**src/rtl/regfile_scoreboard.sv**
```systemverilog
// Register file with NUM_RD registered read ports, one write port, write-to-read bypass,
// ZERO/ONE constant selectors and a per-register pending-write scoreboard for RAW hazards.
module regfile_scoreboard #(
  parameter int DATA_W    = 16,
  parameter int ADDR_W    = 4,
  parameter int NUM_REGS  = 8,
  parameter int NUM_RD    = 2,
  parameter int ZERO_CODE = 14,
  parameter int ONE_CODE  = 15
) (
  input  logic                       clk,
  input  logic                       rst,
  input  logic [NUM_RD*ADDR_W-1:0]   rd_sel,
  input  logic                       rd_hold,
  output logic [NUM_RD*DATA_W-1:0]   rd_data,
  output logic [NUM_RD-1:0]          rd_busy,
  input  logic                       wr_en,
  input  logic [ADDR_W-1:0]          wr_sel,
  input  logic [DATA_W-1:0]          wr_data,
  input  logic                       rsv_en,
  input  logic [ADDR_W-1:0]          rsv_sel,
  output logic [NUM_REGS-1:0]        pending,
  output logic                       any_pending
);

  localparam logic [ADDR_W-1:0] ONE_SEL = ADDR_W'(ONE_CODE);

  logic [DATA_W-1:0]        regs_q [NUM_REGS];
  logic [DATA_W-1:0]        regs_d [NUM_REGS];
  logic [NUM_RD*DATA_W-1:0] rd_data_q, rd_data_d;
  logic [NUM_REGS-1:0]      pending_q, pending_d;

  logic [ADDR_W-1:0]        port_sel [NUM_RD];
  logic [DATA_W-1:0]        port_val [NUM_RD];
  logic                     port_byp [NUM_RD];

  // A reservation from a younger instruction beats a same-cycle writeback of an older one.
  always_comb begin
    regs_d    = regs_q;
    pending_d = pending_q;
    for (int i = 0; i < NUM_REGS; i++) begin
      if (wr_en && (wr_sel == ADDR_W'(i))) begin
        regs_d[i] = wr_data;
      end
      pending_d[i] = (rsv_en && (rsv_sel == ADDR_W'(i)))
                   | (pending_q[i] & ~(wr_en && (wr_sel == ADDR_W'(i))));
    end
  end

  // ZERO_CODE and unmapped codes fall through to the all-zero default value.
  always_comb begin
    rd_data_d = rd_data_q;
    rd_busy   = '0;
    for (int k = 0; k < NUM_RD; k++) begin
      port_sel[k] = rd_sel[k*ADDR_W +: ADDR_W];
      port_byp[k] = wr_en && (wr_sel == port_sel[k]);
      port_val[k] = '0;
      for (int j = 0; j < NUM_REGS; j++) begin
        if (port_sel[k] == ADDR_W'(j)) begin
          port_val[k] = port_byp[k] ? wr_data : regs_q[j];
          rd_busy[k]  = pending_q[j] & ~port_byp[k];
        end
      end
      if (port_sel[k] == ONE_SEL) begin
        port_val[k] = DATA_W'(1);
      end
      if (!rd_hold) begin
        rd_data_d[k*DATA_W +: DATA_W] = port_val[k];
      end
    end
  end

  always_ff @(posedge clk or posedge rst) begin
    if (rst) begin
      for (int i = 0; i < NUM_REGS; i++) begin
        regs_q[i] <= '0;
      end
      rd_data_q <= '0;
      pending_q <= '0;
    end else begin
      regs_q    <= regs_d;
      rd_data_q <= rd_data_d;
      pending_q <= pending_d;
    end
  end

  assign rd_data     = rd_data_q;
  assign pending     = pending_q;
  assign any_pending = |pending_q;

endmodule

```
**config.mk**
```make
export PLATFORM = sky130hd
export DESIGN_NAME = regfile_scoreboard
export DESIGN_NICKNAME = d
export VERILOG_FILES = /design/src/rtl/regfile_scoreboard.sv
export SDC_FILE = /design/constraint.sdc
export NUM_CORES = 1
export LEC_CHECK = 0
export CORE_MARGIN = 1.5
export CORE_UTILIZATION = 40
export CTS_BUF_LIST = sky130_fd_sc_hd__clkbuf_8
export CTS_CLUSTER_DIAMETER = 150
export DETAILED_ROUTE_END_ITERATION = 12
export PLACE_DENSITY = 0.59
export SLEW_MARGIN = 30
export SYNTH_ARGS = -nofsm -noshare
export SYNTH_HDL_FRONTEND = slang
export SYNTH_SLANG_ARGS = --single-unit
```
**constraint.sdc**
```tcl
create_clock -name clk -period 14.5 [get_ports clk]
set_input_delay 4.35 -clock clk [delete_from_list [all_inputs] [get_ports clk]]
set_output_delay 4.35 -clock clk [all_outputs]
set_load 0.02 [all_outputs]
```
==> impl_results.md <==
* Status: finished, final reports clean
* Mapped Area at 9710 um2
* IO Pins at 80
* Synthesized net count at 959
* DRT Pass-1 Iters at 5
* DP Wirelength at 22,200 um
* Critical path arrival at 7.79 ns
* Worst path cell trace: clkdlybuf4s50_1 > xnor2_1 > nand3_1 > nor2_2 > a21oi_1 > clkdlybuf4s50_1
* CTS Sinks at 168
* Setup bufs post-CTS at 0
* Vias/cell at 6.36
* Die area at 25,200 um2
* # setup viols final at 0
* DRT antenna net count at 0
* Fmax at 0.0824 GHz
* Final instance area at 11,000 um2
* ANT cells at 0
* Prevailing post-synth register cell: dfrtp_1
* Die width at 159 um
* CTS tree: yes
* Fin crit share at 0.837
* Power Density at 123 nW/um2
* Maximum vdd ir drop at 0.0000599 V
* # rows at 56
* Post-synthesis sequential area ratio at 0.433
* Core footprint at 23,600 um2
* Internal reg-to-reg setup slack at 12.72 ns
* Placement Setup Slack at 2.46 ns
* Number of gates resized after cts at 0
* Vias in the first global route at 7,778
* Crit path time final at 12.14 ns
* Clk_skew at 0.0132 ns
* Max Root-Sink Buffers at 2
* # DRC at 0
* Critical path launch point type: primary input
* Yosys warnings at 0
* Pin count of the biggest net entering global routing at 109
* RSZ-0062 raised after global routing: false
* DIE HEIGHT at 159 um
* WL/cell at 25.5 um
* Syn-to-layout area delta at 13.3%
* Filler instances at 2,251
* Most frequent CP cell: clkdlybuf4s50_1
* Port Buffers at 79
* Critical path's slowest cell: clkdlybuf4s50_1
* R2r endpoint: rd_data[30]$_DFFE_PP0N_
* Hold Buf Count CTS at 0
* Clock Latency Late Sink at 0.48 ns
* Worst slew pin tran at 0.961 ns
* R2r startpoint: regs_q[78]$_DFFE_PP0P_
* Lkg Pwr at 4.48 nW
* Req. time, crit path at 10.15 ns
* GRT Total Usage at 0.262
* Crit. End Element: output port
* Initial antenna violation count at 1
* Cell Area, Placed at 10,600 um2
* Post-synth ARST share at 1.00
* Yosys top cell area share at 0.433
* Synth top area cells: dfrtp_1 43%, mux2_2 11%, mux2_1 4.3%
* Fin Hold WS at 0.495 ns
* Register area at 4200 um2
* Worst r2r path cells at 4
* Max-cap violations at 0
* Crit path largest cell delay at 0.83 ns
* CTS H-tree depth at 4
* Setup slack after layout at 2.36 ns
* Critical Path End: rd_busy[1]
* Post-Route Setup TNS at 0 ns
* Area occupied by multi-input gates at 5060 um2
* Mapped Cells at 922
* Nets at 976
* First-pass GRT wire length at 50,500 um
* Hold Violations, Final at 0
* Yosys reg bits at 168
* Yosys top cell by area: dfrtp_1
* CP max FO at 20
* Starting Density at 0.411
* Layout cells sized above 1 at 0.182
* Number of library cell types mapped by synthesis at 65
* Final Slew Violations at 0
* Mapped Avg Cell Area at 10.5 um2
* Routability Congestion at 0.940
* Total number of vias at 8,086
* Drt total wl at 32,500 um
* CTS Buf Count at 17
* Congestion Overflow GR at 0
* Starting DRC count in detailed routing at 791
* Worst slew margin at 0.359
* Worst setup startpoint: rd_sel[4]
* Critical path class: primary input to output port
* Worst Hold Class: flip-flop to flip-flop
* Post-synth EDFFs at 0
* Clock slew at reported path FFs at 0.09 ns
* Root buffer cell: clkbuf_8
-- worst min-delay path by stage --
stage	from	end	slack [ns]	depth (start not counted)
after floorplan	regs_q[32]$_DFFE_PP0P_	regs_q[32]$_DFFE_PP0P_	0.47	1
after global routing	rd_data[17]$_DFFE_PP0N_	rd_data[17]$_DFFE_PP0N_	0.55	2
after global placement	rd_data[17]$_DFFE_PP0N_	rd_data[17]$_DFFE_PP0N_	0.48	2
final	rd_data[17]$_DFFE_PP0N_	rd_data[17]$_DFFE_PP0N_	0.50	2
after CTS	rd_data[17]$_DFFE_PP0N_	rd_data[17]$_DFFE_PP0N_	0.50	2
after detailed placement	rd_data[17]$_DFFE_PP0N_	rd_data[17]$_DFFE_PP0N_	0.48	2
-- through the flow --
step	total power, mW	std cells	utilization
2_1_floorplan	0.863	922	-
3_3_place_gp	0.997	1237	0.447
3_5_place_dp	1.00	1239	0.449
4_1_cts	1.35	1271	0.466
5_1_grt	1.41	1271	0.466
6_report	1.35	1271	0.466
-- worst max-delay path, delay by kind of cell --
kind	cells	cell delay (ns)
simple gates	2	1.38
xor+xnor	1	0.39
buf+inv	2	1.44
compound gates	1	0.21
-- placed cells by master, fill, tap and decap left out, types with 21 or more instances in the layout --
master / Yosys / final
dfrtp_1: 168 / 168
nand3_1: 22 / 21
clkdlybuf4s50_1: 0 / 78
a21o_1: 28 / 28
mux2_2: 91 / 91
nand2_1: 75 / 74
o22ai_1: 31 / 31
a31oi_1: 30 / 30
o21ai_0: 36 / 36
a21oi_1: 61 / 61
mux2_1: 37 / 37
-- metal layers --
metal / wire length (um) / GRT usage / up-vias / part of all wire
met5: 13 / 0 / - / 0.00040
met4: 325 / 0.0519 / 2 / 0.010
met3: 2990 / 0.0546 / 36 / 0.092
met2: 14200 / 0.382 / 409 / 0.44
met1: 15000 / 0.397 / 4088 / 0.46
li1: - / - / 3551 / -
-- cell usage after synthesis, types with 2 or more instances --
cell / count
a2111oi_0: 2
a211oi_1: 3
a21o_1: 28
a21oi_1: 61
a22oi_1: 16
a2bb2oi_1: 13
a31o_1: 14
a31oi_1: 30
a32o_1: 3
a41o_1: 2
and2_1: 2
and3_1: 3
and3b_1: 3
buf_2: 38
buf_4: 4
buf_6: 3
clkbuf_1: 49
dfrtp_1: 168
inv_1: 8
mux2_1: 37
mux2_2: 91
mux2i_1: 17
mux4_2: 18
nand2_1: 75
nand2b_1: 7
nand3_1: 22
nand3b_1: 4
nor2_1: 7
nor2_2: 2
nor2b_1: 5
nor3_1: 5
nor4_1: 4
o211ai_1: 15
o21ai_0: 36
o21ai_1: 14
o22a_1: 14
o22ai_1: 31
o311ai_0: 14
o31ai_1: 2
o32ai_1: 3
or2_1: 2
or3_1: 17
xnor2_1: 8
-- kinds of logic (layout without fill, tap and decap cells) --
logic type	after synthesis	count (layout)	synth area share
buf+inv	104	134	0.0490
mux	163	163	0.208
simple gates	167	167	0.0870
flops	168	168	0.433
compound gates	312	312	0.216
xor+xnor	8	8	0.00722
-- cell type report --
cell class	instances	area share
clock inverters	12	0.0115
well taps	319	0.0363
inverters	9	0.00375
flip-flops and latches	168	0.382
clock buffers	20	0.0250
repair buffers	93	0.0816
multi-input cells	650	0.460
-- flip-flops by register name (all words and copies together), names as in the netlist --
signal   flops
regs_q     128
rd_data     32
pending      8
-- where the power goes --
group          leakage (nW)  internal (mW)  switching (mW)  total [mW]
Sequential             2.08          0.567          0.0986       0.666
Combinational          2.21          0.169           0.167       0.336
Clock                 0.192          0.166           0.183       0.348
Note: power is estimated with default switching activity, not from simulation.
